===== config.mk =====
export PLATFORM = sky130hd
export DESIGN_NAME = pipeline_hazard_ctrl
export DESIGN_NICKNAME = d
export VERILOG_FILES = /design/src/rtl/hazard_pkg.sv /design/src/rtl/pipeline_hazard_ctrl_sat_counter.sv /design/src/rtl/pipeline_hazard_ctrl.sv
export SDC_FILE = /design/constraint.sdc
export NUM_CORES = 1
export LEC_CHECK = 0
export CORE_ASPECT_RATIO = 0.9
export CORE_MARGIN = 2
export CORE_UTILIZATION = 35
export CTS_CLUSTER_DIAMETER = 120
export DETAILED_ROUTE_END_ITERATION = 10
export GPL_TIMING_DRIVEN = 0
export HOLD_SLACK_MARGIN = 0.03
export MAX_ROUTING_LAYER = met4
export PLACE_DENSITY = 0.66
export SYNTH_ARGS = -nofsm -noshare
export SYNTH_HDL_FRONTEND = slang
export SYNTH_SLANG_ARGS = --single-unit

===== constraint.sdc =====
create_clock -name clk_i -period 3.4 [get_ports clk_i]
set_clock_uncertainty 0.05 [all_clocks]
set_input_delay 0.68 -clock clk_i [delete_from_list [all_inputs] [get_ports clk_i]]
set_output_delay 0.68 -clock clk_i [all_outputs]
set_load 0.005 [all_outputs]

===== src/rtl/hazard_pkg.sv =====
`default_nettype none
// ============================================================================
// Module      : hazard_pkg
// Description : Shared types and action-to-control table for the hazard controller.
// Revision    : 1.0
// ============================================================================
package hazard_pkg;

    typedef enum logic [0:0] {
        RUN = 1'b0,
        FRZ = 1'b1
    } state_t;

    typedef enum logic [2:0] {
        ACT_NONE   = 3'd0,
        ACT_JUMP   = 3'd1,
        ACT_LW     = 3'd2,
        ACT_BRANCH = 3'd3,
        ACT_FREEZE = 3'd4
    } action_t;

    typedef struct packed {
        logic pc_we;
        logic ifid_we;
        logic ifid_fl;
        logic idex_fl;
        logic exmem_we;
    } ctrl_t;

    localparam ctrl_t c_CTRL_NONE   = '{pc_we: 1'b1, ifid_we: 1'b1, ifid_fl: 1'b0, idex_fl: 1'b0, exmem_we: 1'b1};
    localparam ctrl_t c_CTRL_JUMP   = '{pc_we: 1'b1, ifid_we: 1'b1, ifid_fl: 1'b1, idex_fl: 1'b0, exmem_we: 1'b1};
    localparam ctrl_t c_CTRL_LW     = '{pc_we: 1'b0, ifid_we: 1'b0, ifid_fl: 1'b0, idex_fl: 1'b1, exmem_we: 1'b1};
    localparam ctrl_t c_CTRL_BRANCH = '{pc_we: 1'b1, ifid_we: 1'b1, ifid_fl: 1'b1, idex_fl: 1'b1, exmem_we: 1'b1};
    localparam ctrl_t c_CTRL_FREEZE = '{pc_we: 1'b0, ifid_we: 1'b0, ifid_fl: 1'b0, idex_fl: 1'b0, exmem_we: 1'b0};

    function automatic ctrl_t act_to_ctrl(input action_t act);
        ctrl_t ctrl;
        case (act)
            ACT_JUMP:   ctrl = c_CTRL_JUMP;
            ACT_LW:     ctrl = c_CTRL_LW;
            ACT_BRANCH: ctrl = c_CTRL_BRANCH;
            ACT_FREEZE: ctrl = c_CTRL_FREEZE;
            default:    ctrl = c_CTRL_NONE;
        endcase
        return ctrl;
    endfunction

endpackage : hazard_pkg
`default_nettype wire


===== src/rtl/pipeline_hazard_ctrl_sat_counter.sv =====
`default_nettype none
// ============================================================================
// Module      : sat_counter
// Description : Up-counter that sticks at all-ones instead of wrapping.
// Revision    : 1.0
// ============================================================================
module sat_counter #(
    parameter int W = 16
) (
    input  logic         clk_i,
    input  logic         rst_i,
    input  logic         inc_i,
    output logic [W-1:0] cnt_o
);

    logic [W-1:0] r_cnt;

    always_ff @(posedge clk_i) begin
        if (!rst_i) begin
            r_cnt <= '0;
        end else if (inc_i && (r_cnt != {W{1'b1}})) begin
            r_cnt <= r_cnt + 1'b1;
        end
    end

    assign cnt_o = r_cnt;

endmodule : sat_counter
`default_nettype wire


===== src/rtl/pipeline_hazard_ctrl.sv =====
`default_nettype none
// ============================================================================
// Module      : pipeline_hazard_ctrl
// Description : Turns stall/redirect/freeze requests into pipeline enables and
//               flushes; tracks freeze timeout, load-use protocol, perf counters.
// Revision    : 1.0
// ============================================================================
module pipeline_hazard_ctrl
    import hazard_pkg::*;
#(
    parameter int CNT_W    = 16,
    parameter int MAX_WAIT = 64
) (
    input  logic             clk_i,
    input  logic             rst_i,
    input  logic             lw_stall_i,
    input  logic             branch_taken_i,
    input  logic             jump_i,
    input  logic             dmem_busy_i,
    output logic             pc_write_o,
    output logic             if_id_write_o,
    output logic             if_id_flush_o,
    output logic             id_ex_flush_o,
    output logic             ex_mem_write_o,
    output logic [CNT_W-1:0] stall_cnt_o,
    output logic [CNT_W-1:0] flush_cnt_o,
    output logic [CNT_W-1:0] freeze_cnt_o,
    output logic             timeout_o,
    output logic             protocol_err_o
);

    localparam int                  c_WAIT_W   = $clog2(MAX_WAIT + 1);
    localparam logic [c_WAIT_W-1:0] c_WAIT_MAX = c_WAIT_W'(MAX_WAIT);

    state_t              r_state;
    state_t              w_state_nxt;
    action_t             w_act;
    ctrl_t               w_ctrl;
    logic [c_WAIT_W-1:0] r_wait_cnt;
    logic [c_WAIT_W-1:0] w_wait_nxt;
    logic                r_bubble;
    logic                r_timeout;
    logic                r_proto_err;

    // Fixed priority: freeze > branch > load-use > jump.
    always_comb begin
        w_act = ACT_NONE;
        if (dmem_busy_i) begin
            w_act = ACT_FREEZE;
        end else if (branch_taken_i) begin
            w_act = ACT_BRANCH;
        end else if (lw_stall_i) begin
            w_act = ACT_LW;
        end else if (jump_i) begin
            w_act = ACT_JUMP;
        end
    end

    always_comb begin
        w_state_nxt = r_state;
        w_wait_nxt  = r_wait_cnt;
        case (r_state)
            RUN:     if (dmem_busy_i)  w_state_nxt = FRZ;
            FRZ:     if (!dmem_busy_i) w_state_nxt = RUN;
            default: w_state_nxt = RUN;
        endcase
        if (!dmem_busy_i) begin
            w_wait_nxt = '0;
        end else if (r_wait_cnt != c_WAIT_MAX) begin
            w_wait_nxt = r_wait_cnt + 1'b1;
        end
    end

    always_ff @(posedge clk_i) begin
        if (!rst_i) begin
            r_state     <= RUN;
            r_wait_cnt  <= '0;
            r_bubble    <= 1'b0;
            r_timeout   <= 1'b0;
            r_proto_err <= 1'b0;
        end else begin
            r_state    <= w_state_nxt;
            r_wait_cnt <= w_wait_nxt;
            if (w_wait_nxt == c_WAIT_MAX) begin
                r_timeout <= 1'b1;
            end
            // Bubble history survives a freeze so a held load-use request is still judged correctly.
            if (w_act != ACT_FREEZE) begin
                r_bubble <= (w_act == ACT_LW);
            end
            if ((w_act == ACT_LW) && r_bubble) begin
                r_proto_err <= 1'b1;
            end
        end
    end

    assign w_ctrl = rst_i ? act_to_ctrl(w_act) : '0;

    assign pc_write_o     = w_ctrl.pc_we;
    assign if_id_write_o  = w_ctrl.ifid_we;
    assign if_id_flush_o  = w_ctrl.ifid_fl;
    assign id_ex_flush_o  = w_ctrl.idex_fl;
    assign ex_mem_write_o = w_ctrl.exmem_we;
    assign timeout_o      = r_timeout;
    assign protocol_err_o = r_proto_err;

    sat_counter #(.W(CNT_W)) u_stall_cnt (
        .clk_i (clk_i),
        .rst_i (rst_i),
        .inc_i (w_act == ACT_LW),
        .cnt_o (stall_cnt_o)
    );

    sat_counter #(.W(CNT_W)) u_flush_cnt (
        .clk_i (clk_i),
        .rst_i (rst_i),
        .inc_i ((w_act == ACT_BRANCH) || (w_act == ACT_JUMP)),
        .cnt_o (flush_cnt_o)
    );

    sat_counter #(.W(CNT_W)) u_freeze_cnt (
        .clk_i (clk_i),
        .rst_i (rst_i),
        .inc_i (w_act == ACT_FREEZE),
        .cnt_o (freeze_cnt_o)
    );

endmodule : pipeline_hazard_ctrl
`default_nettype wire


## After elaboration in Yosys (flattened, before gate mapping)

Index checks and enable logic that the tools add are counted.

- Multiplexer cells: 8
- Reduce and logical (&&, ||, !) cells: 5
- Equal/unequal tests: 10
- $add $sub $neg: 4

Operator list:

| kind | count |
|---|---|
| $add A16 B1 Y16 const B | 3 |
| $ne A16 B16 Y1 const B | 3 |
| $pmux W5 S4 | 1 |
| $mux W7 | 2 |
| $add A7 B1 Y7 const B | 1 |
| $eq A7 B7 Y1 const B | 1 |
| $ne A7 B7 Y1 const B | 1 |
| $eq A3 B2 Y1 const B | 2 |
| $mux W5 | 1 |
| $logic_and A1 B1 Y1 | 4 |
| $mux W2 | 2 |
| $eq A3 B1 Y1 const B | 1 |
| $eq A3 B3 Y1 const B | 1 |
| $mux W3 | 1 |
| $ne A3 B3 Y1 const B | 1 |
| $logic_or A1 B1 Y1 | 1 |
| $mux W1 | 1 |

- Bits in registers: 58
- Word-level logic and storage cells: 34
- Output and inout bits: 55
- Input port bits: 6

## Depth between registers and ports, before layout

- Word-level depth: 7
- Mapped depth: 6

## By module

A second synthesis with hierarchy kept.

- Cells, all modules: 358
- Area, all modules: 3055.4 sq um

Modules (own cells, without submodules):

| module | area an instance (sq um) | seq. area each (sq um) | instances | cells each |
|---|---|---|---|---|
| sat_counter | 837.1 | 320.3 | 3 | 97 |
| pipeline_hazard_ctrl | 544.3 | 200.2 | 1 | 67 |

## Worst setup path after synthesis

Ideal clock, no wire load.

- Path kind: input-to-output
- Start point: input port dmem_busy_i
- End point: output port if_id_flush_o
- Data required time: 2.670 ns
- Path slack: 1.198 ns
- Arrival time: 1.472 ns
- Cell stages on the path: 5
- Cells stage by stage: clkbuf_1 inv_1 nand2_1 a21oi_1 o21a_1

- Cells in the longest elaborated chain, start to end: 4
- Elaborated cells between the ends (all ways): 7

RTL lines:

| element | RTL line | text |
|---|---|---|
| from (decl) | pipeline_hazard_ctrl.sv:19 | `input logic dmem_busy_i,` |
| $mux W3 (*) | pipeline_hazard_ctrl.sv:48 | `if (dmem_busy_i) begin` |
| $eq A3 B3 Y1, or another cell as far along | hazard_pkg.sv:38 | `case (act)` |
| $pmux W5 S4 (*) | hazard_pkg.sv:38 |  |
| $mux W5 (*) | pipeline_hazard_ctrl.sv:97 | `assign w_ctrl = rst_i ? act_to_ctrl(w_act) : '0;` |
| to (decl) | pipeline_hazard_ctrl.sv:22 | `output logic if_id_flush_o,` |

Mark *: on every way between the ends. The rest lies on a longest branch, timed or not.

## Worst setup path in the final report

- Start point: input port rst_i
- End point: output port if_id_flush_o

- Cells in the longest elaborated chain, start to end: 1

RTL lines:

| element | RTL line | text |
|---|---|---|
| from (decl) | pipeline_hazard_ctrl.sv:15 | `input logic rst_i,` |
| $mux W5 | pipeline_hazard_ctrl.sv:97 |  |

No other way between the ends.

==> flow_summary.json <==
{
  "outcome": "complete, no violations",
  "rrSetupSlack_ps": 1260,
  "layout.cells.most_common": "clkdlybuf4s50_1",
  "post_cts_resized": 2,
  "ys_ff_latch": 58,
  "antenna_found_initial": 0,
  "rsz0062_at_grt": "false",
  "setup_ws_ps": 104,
  "p_per_area_mw_per_mm2": 336,
  "ys.flop_type": "dfxtp_1",
  "grt_pass1_vias": 2836,
  "fin_cells": 561,
  "synth-seq-area-share_pct": 38.2,
  "postCtsSetupBuffers": 0,
  "design_area_mm2": 0.00396,
  "yosys.cell_types.count": 51,
  "synthCells": 366,
  "layout.nets": 448,
  "place.detailed.hpwl_um": 5940,
  "fp.dieW_um": 102,
  "ant_nets": 0,
  "max-cap-violations": 0,
  "synthArstFlopShare_pct": 0,
  "r2r-end": "u_stall_cnt.cnt_o[9]",
  "ys_warn_count": 0,
  "dieHeight_um": 92.4,
  "layout_common_cells": "60 x clkdlybuf4s50_1, 58 x dfxtp_1, 31 x nand2_1",
  "dpl_cell_area_mm2": 0.00379,
  "cp.required_ps": 2670,
  "antenna-diode-count": 0,
  "clk_pin_slew_ps": 60,
  "timing.fmax_mhz": 303,
  "critPathLaunch": "rst_i",
  "r2r_start": "u_stall_cnt.cnt_o[0]",
  "synth_edf_count": 0,
  "route.detailed.drc": 0,
  "slowest_delay_ps": 580,
  "core_area_mm2": 0.00849,
  "firstDrtPassIters": 4,
  "start_util_pct": 35.8,
  "place_congestion": 0.847,
  "clock-sinks": 58,
  "tightest_slew_ps": 727,
  "vias_per_cell": 5.56,
  "holdBufCountCts": 0,
  "cp.arrival_ps": 2570,
  "grt_pass1_wl_um": 13700,
  "syn_area_mm2": 0.00304,
  "synth_top_area_cell": "dfxtp_1",
  "drt_iter0_drc": 145,
  "syn_nets": 377,
  "cts_tree": "built",
  "leakage_nw": 1.24,
  "ios": 61,
  "slew_viol_final": 0,
  "cts.htree.levels": 3,
  "dp_slack_ps": -322,
  "worst_ir_drop_vdd_mv": 0.219,
  "hold_viol_final": 0,
  "min_path_type": "flop to flop",
  "critPathMostFrequentCell": "clkdlybuf4s50_1",
  "yosys.area.top_type_share_pct": 38.2,
  "endpoint_kind": "primary output",
  "dr_total_vias": 3118,
  "reg2reg_depth": 6,
  "critPathKind": "primary input to primary output",
  "dp.cells": 545,
  "clock_latency_ps": 340,
  "area_growth_pct": 30.3,
  "ys_top_cells_by_area": "dfxtp_1 38%, a21oi_1 4.9%, nand2_1 3.8%",
  "avgSynthCellArea_um2": 8.31,
  "period_share_pct": 97.0,
  "finalPower_mw": 1.33,
  "wl_um": 8300,
  "row_count": 32,
  "worstPathCellList": "clkdlybuf4s50_1, clkbuf_4, nand2_1, a21oi_2, o21a_1, clkdlybuf4s50_1",
  "grt_max_degree": 11,
  "final_layout_size_suffix_gt1_share_pct": 6.11,
  "post_drt_wl_per_cell_um": 14.8,
  "cts_buffers": 9,
  "placement.io_buffers": 60,
  "cts_buffer_depth": 2,
  "post-route-min-period_ps": 3300,
  "grt.overflow.total": 0,
  "startpoint_type": "primary input",
  "fillers": 867,
  "dieArea_mm2": 0.00945,
  "relSlewSlack_pct": 51.1,
  "crit_end": "if_id_flush_o",
  "grt.total_usage_pct": 18.6,
  "finalSetupViolations": 0,
  "cp_max_fo": 10,
  "cp_slowest_cell": "clkdlybuf4s50_1",
  "clock-root-buffer": "clkbuf_8"
}
-- through the flow --
stage	setup TNS (ps)	hold WS [ps]	util (%)
2_1_floorplan	0	387	-
3_3_place_gp	-632	408	44.7
3_5_place_dp	-772	411	44.7
4_1_cts	0	425	46.7
5_1_grt	0	453	46.7
6_report	0	415	46.7
-- final cells by class --
class / count / area, um^2 / share of cell area, %
Buffer: 13 / 60.1 / 1.52
Clock buffer: 13 / 149 / 3.76
Clock inverter: 3 / 15.0 / 0.379
Inverter: 16 / 60.1 / 1.52
Multi-Input combinational cell: 279 / 1770 / 44.6
Sequential cell: 58 / 1160 / 29.3
Tap cell: 119 / 149 / 3.76
Timing Repair Buffer: 60 / 601 / 15.2
-- critical path: cells and delay by family --
family,cells,cell delay (ps)
buf+inv,3,1360
simple gates,1,120
compound gates,2,410
-- flip-flops by register name, summed over array words and instances (netlist names) --
register,cells
r_wait_cnt,7
timeout_o,1
u_stall_cnt.cnt_o,16
u_flush_cnt.cnt_o,16
u_freeze_cnt.cnt_o,16
r_bubble,1
protocol_err_o,1
-- metal layers --
layer / global-route usage, % / vias up / share of wire, %
li1: - / 1554 / -
met1: 25.0 / 1488 / 49
met2: 27.6 / 69 / 46
met3: 5.28 / 7 / 4.6
met4: 4.89 / 0 / 0.71
met5: - / - / 0
-- logic make-up after synthesis --
kind of cell / synth area share (%)
flops: 38.2
mux: 3.62
buf+inv: 3.78
fa+ha+maj: 2.06
xor+xnor: 1.73
compound gates: 19.3
simple gates: 31.3
-- cells in the mapped netlist, drive strengths merged (8+ instances only) --
master  number
o21ai       15
nor3        10
or3         11
or4         13
nand2       31
nand3       20
a21oi       30
inv         15
nor4        15
clkbuf       9
nand4       18
mux2i       11
o31ai       14
nor2        19
dfxtp       58
and4         8
-- power by group --
group,internal [mW],total (mW),leakage (nW),switching [mW]
clock network,0.281,0.555,0.0872,0.273
logic,0.0352,0.0817,0.684,0.0465
registers,0.686,0.695,0.468,0.00884
-- worst min-delay path by stage --
stage,from,endpoint,slack (ps),depth (start not counted)
2_1_floorplan,r_bubble,r_bubble,390,2
4_1_cts,protocol_err_o,protocol_err_o,420,2
6_report,protocol_err_o,protocol_err_o,420,2
5_1_grt,r_bubble,r_bubble,450,2
3_3_place_gp,protocol_err_o,protocol_err_o,410,2
3_5_place_dp,protocol_err_o,protocol_err_o,410,2
Power figures use the tool's default switching activity.
